`config.mk`:
```
export PLATFORM = sky130hd
export DESIGN_NAME = a5_keystream_gen
export DESIGN_NICKNAME = d
export VERILOG_FILES = /design/src/rtl/a5_keystream_gen.sv
export SDC_FILE = /design/constraint.sdc
export NUM_CORES = 1
export LEC_CHECK = 0
export CAP_MARGIN = 20
export CORE_MARGIN = 2
export CORE_UTILIZATION = 54
export CTS_CLUSTER_DIAMETER = 80
export DETAILED_ROUTE_END_ITERATION = 12
export GPL_ROUTABILITY_DRIVEN = 0
export PLACE_DENSITY = 0.76
export SYNTH_ARGS = -nofsm -noshare
export SYNTH_HDL_FRONTEND = slang
export SYNTH_SLANG_ARGS = --single-unit
```
`constraint.sdc`:
```
create_clock -name clk -period 9.43 [get_ports clk]
set_input_delay 1.4145 -clock clk [delete_from_list [all_inputs] [get_ports clk]]
set_output_delay 1.4145 -clock clk [all_outputs]
set_load 0.02 [all_outputs]
```
`src/rtl/a5_keystream_gen.sv`:
```
// A5/1-family keystream generator: parallel key/frame load, mix, valid/ready beats.
// Define A5_RESYNC_EN for frame-only resync from a post-key-load LFSR snapshot.
module a5_keystream_gen #(
    parameter int KEY_BITS   = 64,
    parameter int FRAME_BITS = 22,
    parameter int MIX_CYCLES = 100,
    parameter int OUT_W      = 1
) (
    input  logic                  clk,
    input  logic                  rst,
    input  logic                  start,
    input  logic [KEY_BITS-1:0]   key,
    input  logic [FRAME_BITS-1:0] frame,
    input  logic                  resync,
    output logic                  busy,
    output logic                  ks_valid,
    input  logic                  ks_ready,
    output logic [OUT_W-1:0]      ks_data
);

    localparam int KF_MAX  = (KEY_BITS > FRAME_BITS) ? KEY_BITS : FRAME_BITS;
    localparam int CNT_MAX = (KF_MAX > MIX_CYCLES) ? KF_MAX : MIX_CYCLES;
    localparam int CW      = $clog2(CNT_MAX + 1);
    localparam int BW      = (OUT_W > 1) ? $clog2(OUT_W) : 1;

    typedef enum logic [2:0] {
        IDLE,
        LOAD_KEY,
        LOAD_FRAME,
        MIX,
        RUN
    } state_t;

    state_t state, state_nx;

    logic [18:0] r1, r1_ld, r1_mj;
    logic [21:0] r2, r2_ld, r2_mj;
    logic [22:0] r3, r3_ld, r3_mj;

    logic [KEY_BITS-1:0]   key_q;
    logic [FRAME_BITS-1:0] frame_q;
    logic [CW-1:0]         cnt;
    logic [BW-1:0]         bcnt;
    logic [OUT_W-1:0]      coll, beat;

    logic maj, z, ld_bit, fb1, fb2, fb3;
    logic key_last, frame_last, mix_last, beat_last;
    logic do_resync;

    assign fb1 = r1[13] ^ r1[16] ^ r1[17] ^ r1[18];
    assign fb2 = r2[20] ^ r2[21];
    assign fb3 = r3[7] ^ r3[20] ^ r3[21] ^ r3[22];
    assign maj = (r1[8] & r2[10]) | (r1[8] & r3[10]) | (r2[10] & r3[10]);
    assign z   = r1[18] ^ r2[21] ^ r3[22];

    // Load steps clock all three registers with the serial input mixed in.
    assign ld_bit = (state == LOAD_KEY) ? key_q[0] : frame_q[0];
    assign r1_ld  = {r1[17:0], fb1 ^ ld_bit};
    assign r2_ld  = {r2[20:0], fb2 ^ ld_bit};
    assign r3_ld  = {r3[21:0], fb3 ^ ld_bit};

    assign r1_mj = (r1[8] == maj) ? {r1[17:0], fb1} : r1;
    assign r2_mj = (r2[10] == maj) ? {r2[20:0], fb2} : r2;
    assign r3_mj = (r3[10] == maj) ? {r3[21:0], fb3} : r3;

    assign key_last   = (cnt == CW'(KEY_BITS - 1));
    assign frame_last = (cnt == CW'(FRAME_BITS - 1));
    assign mix_last   = (cnt == CW'(MIX_CYCLES - 1));
    assign beat_last  = (bcnt == BW'(OUT_W - 1));
    assign beat       = (coll << 1) | OUT_W'(z);

    always_ff @(posedge clk or posedge rst) begin
        if (rst) state <= IDLE;
        else     state <= state_nx;
    end

    always_comb begin
        state_nx = state;
        if (start) begin
            state_nx = LOAD_KEY;
        end else if (do_resync) begin
            state_nx = LOAD_FRAME;
        end else begin
            unique case (state)
                LOAD_KEY:   if (key_last)   state_nx = LOAD_FRAME;
                LOAD_FRAME: if (frame_last) state_nx = MIX;
                MIX:        if (mix_last)   state_nx = RUN;
                default:    state_nx = state;
            endcase
        end
    end

    always_comb begin
        busy = (state == LOAD_KEY) || (state == LOAD_FRAME) || (state == MIX);
    end

`ifdef A5_RESYNC_EN
    logic [18:0] s1;
    logic [21:0] s2;
    logic [22:0] s3;
    logic        snap_ok;

    assign do_resync = resync && snap_ok;

    // Snapshot captures the key-only state, i.e. the result of the last key step.
    always_ff @(posedge clk or posedge rst) begin
        if (rst) begin
            s1      <= '0;
            s2      <= '0;
            s3      <= '0;
            snap_ok <= 1'b0;
        end else if (start) begin
            snap_ok <= 1'b0;
        end else if (state == LOAD_KEY && key_last) begin
            s1      <= r1_ld;
            s2      <= r2_ld;
            s3      <= r3_ld;
            snap_ok <= 1'b1;
        end
    end
`else
    logic unused_resync;

    assign unused_resync = resync;
    assign do_resync     = 1'b0;
`endif

    always_ff @(posedge clk or posedge rst) begin
        if (rst) begin
            r1       <= '0;
            r2       <= '0;
            r3       <= '0;
            key_q    <= '0;
            frame_q  <= '0;
            cnt      <= '0;
            bcnt     <= '0;
            coll     <= '0;
            ks_valid <= 1'b0;
            ks_data  <= '0;
        end else if (start) begin
            r1       <= '0;
            r2       <= '0;
            r3       <= '0;
            key_q    <= key;
            frame_q  <= frame;
            cnt      <= '0;
            bcnt     <= '0;
            coll     <= '0;
            ks_valid <= 1'b0;
        end else if (do_resync) begin
`ifdef A5_RESYNC_EN
            r1 <= s1;
            r2 <= s2;
            r3 <= s3;
`endif
            frame_q  <= frame;
            cnt      <= '0;
            bcnt     <= '0;
            coll     <= '0;
            ks_valid <= 1'b0;
        end else begin
            if (ks_valid && ks_ready) ks_valid <= 1'b0;
            unique case (state)
                LOAD_KEY: begin
                    r1    <= r1_ld;
                    r2    <= r2_ld;
                    r3    <= r3_ld;
                    key_q <= key_q >> 1;
                    cnt   <= key_last ? '0 : cnt + 1'b1;
                end
                LOAD_FRAME: begin
                    r1      <= r1_ld;
                    r2      <= r2_ld;
                    r3      <= r3_ld;
                    frame_q <= frame_q >> 1;
                    cnt     <= frame_last ? '0 : cnt + 1'b1;
                end
                MIX: begin
                    r1  <= r1_mj;
                    r2  <= r2_mj;
                    r3  <= r3_mj;
                    cnt <= mix_last ? '0 : cnt + 1'b1;
                end
                RUN: begin
                    // Only the beat-completing step can stall on a pending beat.
                    if (!beat_last) begin
                        r1   <= r1_mj;
                        r2   <= r2_mj;
                        r3   <= r3_mj;
                        coll <= beat;
                        bcnt <= bcnt + 1'b1;
                    end else if (!ks_valid || ks_ready) begin
                        r1       <= r1_mj;
                        r2       <= r2_mj;
                        r3       <= r3_mj;
                        coll     <= '0;
                        bcnt     <= '0;
                        ks_data  <= beat;
                        ks_valid <= 1'b1;
                    end
                end
                default: ;
            endcase
        end
    end

endmodule

```
Word level (Yosys, flattened, before mapping)
Index checks and enable logic that the tools add are counted.
{"block": "totals", "ff_bits": 163, "input_bits": 91, "out_inout_bits": 3, "wordCells": 97}
{"block": "op_classes", "addsub": 2, "n_eq_ne": 14, "muxes": 38, "n_bitwise": 19, "reduce_logical": 14}
{"cell": "$mux W22", "n": 6}
{"cell": "$mux W64", "n": 2}
{"cell": "$mux W23", "n": 4}
{"cell": "$mux W19", "n": 4}
{"cell": "$pmux W23 S3", "n": 1}
{"cell": "$pmux W22 S3", "n": 1}
{"cell": "$pmux W19 S3", "n": 1}
{"cell": "$mux W7", "n": 4}
{"cell": "$pmux W7 S3", "n": 1}
{"cell": "$mux W3", "n": 4}
{"cell": "$xor A1 B1 Y1", "n": 12}
{"cell": "$mux W1", "n": 9}
{"cell": "$ne A3 B3 Y1 const B", "n": 3}
{"cell": "$pmux W3 S3", "n": 1}
{"cell": "$reduce_and A4 Y1", "n": 2}
{"cell": "$reduce_bool A4 Y1", "n": 2}
{"cell": "$add A7 B1 Y7 const B", "n": 1}
{"cell": "$eq A7 B5 Y1 const B", "n": 1}
{"cell": "$eq A7 B6 Y1 const B", "n": 1}
{"cell": "$eq A7 B7 Y1 const B", "n": 1}
{"cell": "$eq A3 B2 Y1 const B", "n": 2}
{"cell": "$reduce_bool A2 Y1", "n": 3}
{"cell": "$ne A4 B4 Y1 const B", "n": 1}
{"cell": "$and A1 B1 Y1", "n": 3}
{"cell": "other kinds (11)", "n": 17}

Longest topological paths before layout
Gate-level depths: netlist of run 1.
{"block": "depth", "ltp_word": 9, "depth_mapped": 8, "depth_no_buf": 6}

Least setup slack after synthesis of run 1
No wires, ideal clock.
{"block": "synth_timing", "path_kind": "input -> register", "from": "in ks_ready", "to": "reg r1[1]", "setup_ps": 120, "arrival_ps": 2579, "required_time_ps": 9310, "path_slack_ps": 6731, "path_stages": 7, "path_buffers": 3, "cell_sequence": "nand2b_1 > and3_1 > o22a_1 > buf_6 > buf_6 > buf_6 > a31o_1"}
{"block": "synth_via", "elab_chain_len": 3}
{"item": "start, declared", "line_no": "17", "text": "input logic ks_ready,"}
{"item": "$logic_or A1 B1 Y1", "line_no": "192", "text": "end else if (!ks_valid || ks_ready) begin"}
{"item": "$ne A4 B4 Y1 (no line)"}
{"item": "$reduce_and A2 Y1 (no line)"}
{"item": "end signal, assigned", "line_no": "179", "text": "r1 <= r1_mj;"}
{"item": "end signal, assigned", "line_no": "187", "text": "r1 <= r1_mj;"}
{"item": "end signal, assigned", "line_no": "193", "text": "r1 <= r1_mj;"}
{"item": "end, declared", "line_no": "36", "text": "logic [18:0] r1, r1_ld, r1_mj;"}
Every way passes these cells.
A chain may end at the register's enable or synchronous reset.

Worst setup path after layout of run 1
{"block": "layout_timing", "from": "in start", "to": "reg cnt[2]"}
{"block": "layout_via", "elab_chain_len": 1, "elab_cells_between_ends": 2, "cone_classes": "mux: 1; reduce/logical: 1"}
{"item": "start, declared", "line_no": "11", "text": "input logic start,"}
{"item": "$reduce_bool A4 Y1 (no line) / $mux W7 (equally long branches)"}
{"item": "end signal, assigned", "line_no": "169", "text": "cnt <= key_last ? '0 : cnt + 1'b1;"}
{"item": "end signal, assigned", "line_no": "176", "text": "cnt <= frame_last ? '0 : cnt + 1'b1;"}
{"item": "end signal, assigned", "line_no": "182", "text": "cnt <= mix_last ? '0 : cnt + 1'b1;"}
{"item": "end, declared", "line_no": "42", "text": "logic [CW-1:0] cnt;"}
Parallel ways exist; a longest one is shown, timed or not.

==> impl_metrics.yaml, run 1 <==
outcome:
  status: "complete, no violations"
synthesis:
  yosys.area.top_type: "dfrtp_1"
  synth_edf_count: 0
  synth_top_family_by_area: "compound AO/OA/AOI/OAI gates"
  yosysSeqAreaShare_pct: 54.3
  synth-seq-cells: 162
  syn_area_per_cell_sq_um: 10.3
  synthesis.area_sq_mm: 0.00746
  ys_async_sr_fraction_pct: 100
  synth-xor-area-share_pct: 1.41
  syn_inst: 723
  synth_compound_area_share_pct: 15.2
  synthFlopType: "dfrtp_1"
  synthMuxAreaShare_pct: 11.7
  ys_top_cells_by_area: "dfrtp_1 (54%), mux2i_1 (12%), nand2_1 (7.4%), o21ai_0 (7.0%), nor2b_1 (3.6%)"
  synth_nets: 816
  synth_top_cell_area_share_pct: 54.3
  yosys_warnings: 0
  synth_cell_type_count: 46
  synth-simple-area-share_pct: 13.5
  synth_adder_area_share_pct: 0.335
clock_tree:
  cts_tree: "yes"
  ctsHtreeMaxLevel: 4
  clockBufferDepth: 2
  clkTransAtPathRegs_ns: 0.06
  cts_hold_buf: 0
  cts_root_buf: "clkbuf_16"
  worstSkewPairLatency_ns: 0.42
  numCtsBuffers: 17
  post-cts-setup-buffers: 0
  cts_sinks: 162
  cts-resized-gates: 0
layout:
  area_growth_pct: 21.9
  fin_util_pct: 68.2
  num-nets-final: 883
  finalNonFillerCells: 979
  drive_above_1_share_pct: 8.34
  final_cell_mix: "dfrtp_1 (162), nand2_1 (147), o21ai_0 (105), clkdlybuf4s50_1 (91), mux2i_1 (86)"
  final_common_cell: "dfrtp_1"
  diodes: 0
sta:
  skew_ns: 0.00826
  fin_hold_ws_ns: 0.478
  finalCriticalPeriod_ns: 3.51
  fin_crit_sh_pct: 37.3
  report.final.hold_viol_count: 0
  tightest_slew_ns: 1.05
  slew_viol_final: 0
  setup_violations: 0
  slew_headroom_pct: 29.9
  max_clock_freq_mhz: 285
  setup_tns_ns: 0
  setup_ws_ns: 5.92
  rsz0062_at_grt: "no"
min_path:
  holdPathStages: 2
  min_to: "r3[17]"
  min_path_type: "flip-flop to flip-flop"
  hp-start: "r3[17]"
detailed_routing:
  met2_length_microns: 6600
  avgRoutedWirePerCell_microns: 14.2
  via_per_inst: 5.39
  drtIter0Drc: 364
  num_vias: 5281
  wl_microns: 14000
  drt-met1-wl_microns: 6710
  highest_layer: "met4"
  wl_met3_microns: 459
  drtAntennaViolNets: 0
  dr.pass1.iters: 4
  drc: 0
floorplanning:
  core_area_sq_mm: 0.0133
  die_w_microns: 122
  io_pins: 94
  dieArea_sq_mm: 0.0148
  start_util_pct: 55.9
  rows: 42
  die_h_microns: 122
placed_design:
  dp_hpwl_microns: 8910
  place_ws_ns: 5.52
  dp.cells: 944
  numPortBuffers: 92
power:
  leakage_uw: 0.00442
  powerDensity_mw_per_mm2: 173
  irDropWorstVdd_uv: 113
global_route:
  grt-ovfl-total: 0
  antenna_found_initial: 0
  grt.total_usage_pct: 20.4
  grt_pass1_vias: 5288
  grt_max_degree: 99
  grt_pass1_wl_microns: 24000
flow_run:
  drv_cap: 0
setup_path:
  crit_path_start_kind: "input pin"
  worstReg2RegStart: "state[2]"
  required_ns: 9.73
  reg2regPathDepth: 5
  crit_type: "input pin to flip-flop"
  cp_max_fo: 98
  rr_endpoint: "key_q[55]"
  end_kind: "flip-flop"
  r2r_slack_ns: 7.06
  arrival_ns: 3.81
-- routing by layer --
layer  GRT usage [%]  up-vias
met5               0        -
met4            7.04        0
met3            5.62       13
met2            33.6       84
met1            26.3     2551
li1                -     2633
-- flip-flops by register name, indices dropped and copies added (netlist names), 3 cells and up --
register and count:
key_q 64, r3 23, frame_q 22, r2 22, r1 19, cnt 7
state 3
-- synthesized netlist by cell type (all sizes together) (3+ instances only) --
cell / number
a21oi: 6
a31o: 41
and3: 3
buf: 16
clkbuf: 36
dfrtp: 162
inv: 5
mux2i: 86
nand2: 147
nand2b: 5
nand3b: 3
nor2: 8
nor2b: 43
nor3: 3
o21ai: 116
o31ai: 3
xnor2: 8
xor2: 4
-- how the worst max path moves through the flow --
stage	slack (ns)	to	from
global route	5.67	cnt[2]	start
detailed placement	5.52	cnt[2]	start
global placement	5.58	cnt[2]	start
floorplan	3.64	cnt[0]	rst
finish	5.92	cnt[2]	start
CTS	5.96	cnt[2]	start
-- logic make-up after synthesis --
family	Yosys count
adders and majority gates	2
and+or+nand+nor	221
xor gates and xnor gates	12
buffers and inverters	57
DFF	162
AOI/OAI and AO/OA	182
muxes	87
-- per-stage QoR --
step,cell area (sq um),total power (uW)
2_1_floorplan,7460,825
3_3_place_gp,8400,879
3_5_place_dp,8400,885
4_1_cts,9020,1590
5_1_grt,9100,1640
6_report,9100,1580
-- critical path: stages --
cell       delay, ns
buf_4           0.54
buf_4           0.74
nor2_1          0.18
and3_1          0.23
a2bb2oi_1       0.35
o21ai_0         0.14
o2bb2ai_1       0.15
-- area by class of cell --
type | count | area (sq um)
multi-input combinational | 504 | 3150
timing repair buffer | 100 | 1040
fill | 1002 | 4250
sequential | 162 | 4050
clock inverter | 12 | 156
tap | 176 | 220
inverter | 5 | 23.8
clock buffer | 20 | 457
-- report_power, final --
group          switching, uW  leakage, uW  internal, uW
sequential              20.8      0.00210           732
clock                    273     0.000289           431
combinational           58.0      0.00204          62.1
total                    352      0.00442          1230
Note: power is estimated with default switching activity, not from simulation.
==> run 2: changes to the inputs <==
clock period = 3.27 ns   (was 9.43 ns; I/O delays follow)
==> impl_metrics.yaml, run 2 (synthesized netlist as in run 1, its figures left out) <==
outcome:
  status: "complete, no violations"
setup_path:
  cp_max_fo: 13
  worst_path_largest_cell_delay_ns: 0.62
  cp_num_buf_inv: 1
  required_ns: 2.78
  cp_top_family: "buffers and inverters"
  crit_type: "flip-flop to output pin"
  cp_cell_sequence: "o21ba_2 -> clkdlybuf4s50_1"
  end_kind: "output pin"
  arrival_ns: 1.87
  crit_path_start_kind: "flip-flop"
  cp_slowest_cell: "clkdlybuf4s50_1"
clock_tree:
  cts-resized-gates: 0
  clockBufferDepth: 2
  worstSkewPairLatency_ns: 0.42
  cts_tree: "yes"
  cts_root_buf: "clkbuf_16"
  numCtsBuffers: 17
  post-cts-setup-buffers: 0
  cts_hold_buf: 0
  cts_sinks: 162
  clkTransAtPathRegs_ns: 0.06
  ctsHtreeMaxLevel: 4
global_route:
  grt.total_usage_pct: 20.5
  antenna_found_initial: 0
  grt_pass1_vias: 5215
  grt-ovfl-total: 0
  grt_max_degree: 139
  grt_pass1_wl_microns: 24200
sta:
  report.final.hold_viol_count: 0
  slew_viol_final: 0
  setup_tns_ns: 0
  fin_crit_sh_pct: 72.1
  finalCriticalPeriod_ns: 2.36
  fin_hold_ws_ns: 0.480
  max_clock_freq_mhz: 424
  slew_headroom_pct: 28.8
  setup_violations: 0
  rsz0062_at_grt: "no"
  tightest_slew_ns: 1.07
  skew_ns: 0.00999
detailed_routing:
  wl_microns: 14000
  met2_length_microns: 6520
  num_vias: 5289
  dr.pass1.iters: 5
  drtAntennaViolNets: 0
  highest_layer: "met4"
  via_per_inst: 5.40
  wl_met3_microns: 593
  avgRoutedWirePerCell_microns: 14.2
  drt-met1-wl_microns: 6720
  drc: 0
  drtIter0Drc: 318
placed_design:
  placed_area_sq_mm: 0.00845
  numPortBuffers: 92
  dp_hpwl_microns: 9090
floorplanning:
  core_area_sq_mm: 0.0133
  io_pins: 94
  die_h_microns: 122
  rows: 42
  die_w_microns: 122
  start_util_pct: 55.9
  dieArea_sq_mm: 0.0148
power:
  p_int_uw: 3390
  leakage_uw: 0.00441
  clkPwrFrac_pct: 41.9
  switching_share_pct: 21.8
  irDropWorstVdd_uv: 365
  p_sw_uw: 947
  powerDensity_mw_per_mm2: 480
  p_seq_share_pct: 50.1
  combPwrFrac_pct: 8.0
layout:
  multi_input_area_sq_mm: 0.00315
  fin_area_sq_mm: 0.00903
  area_growth_pct: 21.0
  largest_reg_flops: 64
  largest_register: "key_q"
  final_common_cell: "dfrtp_1"
  drive_above_1_share_pct: 7.96
  top_regs: "key_q: 64 flops, r3: 23 flops"
  num-nets-final: 885
  diodes: 0
  ff_latch_area_sq_mm: 0.00405
  fillers: 1044
  final_cell_mix: "dfrtp_1 (162), nand2_1 (147), o21ai_0 (105), clkdlybuf4s50_1 (91), mux2i_1 (86)"
min_path:
  min_path_type: "flip-flop to flip-flop"
flow_run:
  drv_cap: 0
-- run 2: routing by layer --
metal  GRT usage [%]  vias up
met5               0        -
met4            6.82        0
met3            4.96       14
li1                -     2633
met2            32.0      115
met1            28.5     2527
-- run 2: final timing paths --
| check | start | end | slack (ns) | depth (start not counted) |
|---|---|---|---|---|
| worst min register to register | r3[8] | r3[8] | 0.48 | 2 |
| min in group asynchronous | rst | key_q[39] | 0.58 | 2 |
| worst max register to register | state[1] | r2[0] | 0.95 | 5 |
| max in group asynchronous | rst | key_q[3] | 1.86 | 3 |
| worst min-delay path | r3[8] | r3[8] | 0.48 | 2 |
| worst max-delay path | state[2] | busy | 0.91 | 2 |
-- run 2: area by class of cell --
class                           count  share of cell area (%)
Clock buffer                       25                    5.37
Sequential cell                   162                    44.9
Inverter                            5                   0.249
Clock inverter                      6                   0.609
Timing Repair Buffer              102                    11.6
Multi-Input combinational cell    504                    34.9
Tap cell                          176                    2.44
-- run 2: tightest hold or removal path, cell delays in order (launching register included) --
cell	delay, ns
dfrtp_1	0.34
nand2_1	0.04
o21ai_0	0.06
-- run 2: power by group through the flow --
| stage | Combinational, uW | Sequential (uW) | Clock [uW] |
|---|---|---|---|
| 2_1_floorplan | 191 | 2190 | 0 |
| 3_3_place_gp | 338 | 2200 | 0 |
| 3_5_place_dp | 348 | 2210 | 0 |
| 4_1_cts | 351 | 2170 | 1860 |
| 5_1_grt | 397 | 2190 | 1950 |
| 6_report | 348 | 2170 | 1820 |
-- run 2: per-stage QoR --
stage | power, uW | std cells | setup slack (ns) | utilization [%]
3_3_place_gp | 2540 | 947 | 0.861 | 63.3
4_1_cts | 4380 | 978 | 0.890 | 67.4
5_1_grt | 4530 | 980 | 0.764 | 67.7
3_5_place_dp | 2560 | 947 | 0.772 | 63.3
6_report | 4340 | 980 | 0.911 | 67.7
2_1_floorplan | 2380 | 723 | 0.723 | -
==> run 3: changes to the inputs <==
CORE_UTILIZATION = 50   (was 54)
PLACE_DENSITY = 0.74   (was 0.76)
clock period = 2.12 ns   (was 3.27 ns; I/O delays follow)
==> impl_metrics.yaml, run 3 (synthesized netlist as in run 1, its figures left out) <==
outcome:
  status: "complete, no violations"
setup_path:
  reg2regPathDepth: 5
  cp-endpoint: "busy"
  end_kind: "output pin"
  worst_path_largest_cell_delay_ns: 0.44
  cp_top_family: "buffers and inverters"
  required_ns: 1.80
  crit_path_start: "state[2]"
  arrival_ns: 1.66
  crit_type: "flip-flop to output pin"
  cp_cell_sequence: "buf_4 -> o21ba_2 -> dlygate4sd2_1"
  worstReg2RegStart: "state[2]"
  cp.depth: 3
  r2r_slack_ns: 0.23
  crit_path_start_kind: "flip-flop"
  cp_num_buf_inv: 2
  cp_slowest_cell: "dfrtp_1"
  cp_max_fo: 7
  rr_endpoint: "r2[17]"
global_route:
  grt.total_usage_pct: 18.7
  antenna_found_initial: 0
  grt_max_degree: 99
  grt_pass1_vias: 5218
  grt_pass1_wl_microns: 24300
  grt-ovfl-total: 0
sta:
  fin_crit_sh_pct: 93.2
  setup_tns_ns: 0
  slew_viol_final: 0
  report.final.hold_viol_count: 0
  slew_headroom_pct: 50.4
  max_clock_freq_mhz: 506
  rsz0062_at_grt: "no"
  finalCriticalPeriod_ns: 1.98
  tightest_slew_ns: 0.744
  skew_ns: 0.00714
  setup_violations: 0
  fin_hold_ws_ns: 0.340
detailed_routing:
  drtAntennaViolNets: 0
  drt-met1-wl_microns: 6770
  wl_microns: 14100
  via_per_inst: 5.30
  avgRoutedWirePerCell_microns: 14.2
  highest_layer: "met4"
  drtIter0Drc: 408
  drc: 0
  met2_length_microns: 6660
  dr.pass1.iters: 4
  num_vias: 5278
  wl_met3_microns: 505
floorplanning:
  start_util_pct: 51.4
  rows: 44
  die_w_microns: 126
  dieArea_sq_mm: 0.0159
  die_h_microns: 126
  io_pins: 94
  core_area_sq_mm: 0.0145
layout:
  final_common_cell: "dfrtp_1"
  area_growth_pct: 22.6
  largest_register: "key_q"
  top_regs: "key_q: 64 flops, r3: 23 flops"
  diodes: 0
  drive_above_1_share_pct: 9.25
  finalNonFillerCells: 995
  largest_reg_flops: 64
  final_cell_mix: "dfrtp_1 (162), nand2_1 (147), o21ai_0 (105), clkdlybuf4s50_1 (90), mux2i_1 (86)"
  num-nets-final: 891
  fin_area_sq_mm: 0.00916
  ff_latch_area_sq_mm: 0.00405
  multi_input_area_sq_mm: 0.00315
  fillers: 1207
power:
  irDropWorstVdd_uv: 557
  power.total_uw: 6840
  powerDensity_mw_per_mm2: 747
  leakage_uw: 0.00445
min_path:
  hp-start: "start"
  min_path_type: "input pin to flip-flop"
clock_tree:
  post-cts-setup-buffers: 0
  clockBufferDepth: 2
  numCtsBuffers: 17
  clkTransAtPathRegs_ns: 0.06
  cts_tree: "yes"
  ctsHtreeMaxLevel: 4
  cts_sinks: 162
  cts_hold_buf: 0
  cts_root_buf: "clkbuf_16"
  worstSkewPairLatency_ns: 0.43
placed_design:
  dp.cells: 963
  dp_hpwl_microns: 9190
  numPortBuffers: 92
  placed_area_sq_mm: 0.00858
flow_run:
  drv_cap: 0
run 3: changes by cell type in the layout (fill, tap and decap cells not counted), sizes merged:
cell / before / now
buf: 11 / 17
clkbuf: 25 / 21
clkinvlp: 1 / 4
inv: 4 / 6
clkdlybuf4s50: 91 / 90
dlygate4sd2: 0 / 1
run 3: layer usage:
layer,global-route usage (%),vias up
li1,-,2652
met1,25.6,2515
met2,29.4,94
met3,4.38,17
met4,6.59,0
met5,0,-
run 3: worst min-delay path by stage:
stage | to | slack [ns] | cells after the start
final | cnt[5] | 0.34 | 4
after global routing | cnt[5] | 0.35 | 4
after CTS | cnt[5] | 0.32 | 4
after detailed placement | r3[16] | 0.47 | 2
after global placement | r3[17] | 0.46 | 2
after floorplan | key_q[58] | 0.43 | 2
run 3: timing repair:
item                                    4_1_cts  5_1_grt
endpoints found under the setup margin        1        0
endpoints found under the hold margin         0        0
resized for setup                             1        0
run 3: per-stage QoR:
step / util [%] / worst slack (ns)
2_1_floorplan: - / -0.255
3_3_place_gp: 59.1 / 0.173
3_5_place_dp: 59.1 / 0.142
4_1_cts: 63.0 / 0.132
5_1_grt: 63.0 / 0.0891
6_report: 63.0 / 0.143
run 3: worst min-delay path: stages:
cell and delay, ns:
buf_4 0.12, nor2_1 0.08, nand2b_1 0.12, o21ai_1 0.08
run 3: power breakdown:
group / leakage (uW) / internal, uW / switching [uW]
logic: 0.00208 / 280 / 255
clock network: 0.000276 / 1710 / 1240
registers: 0.00210 / 3260 / 91.7
total: 0.00445 / 5250 / 1590
run 3: final cells by class:
cell class | instances | share of cell area (%)
flip-flops and latches | 162 | 44.3
clock inverters | 11 | 1.12
well taps | 184 | 2.51
multi-input cells | 504 | 34.4
repair buffers | 108 | 12.3
clock buffers | 21 | 5.14
inverters | 5 | 0.246
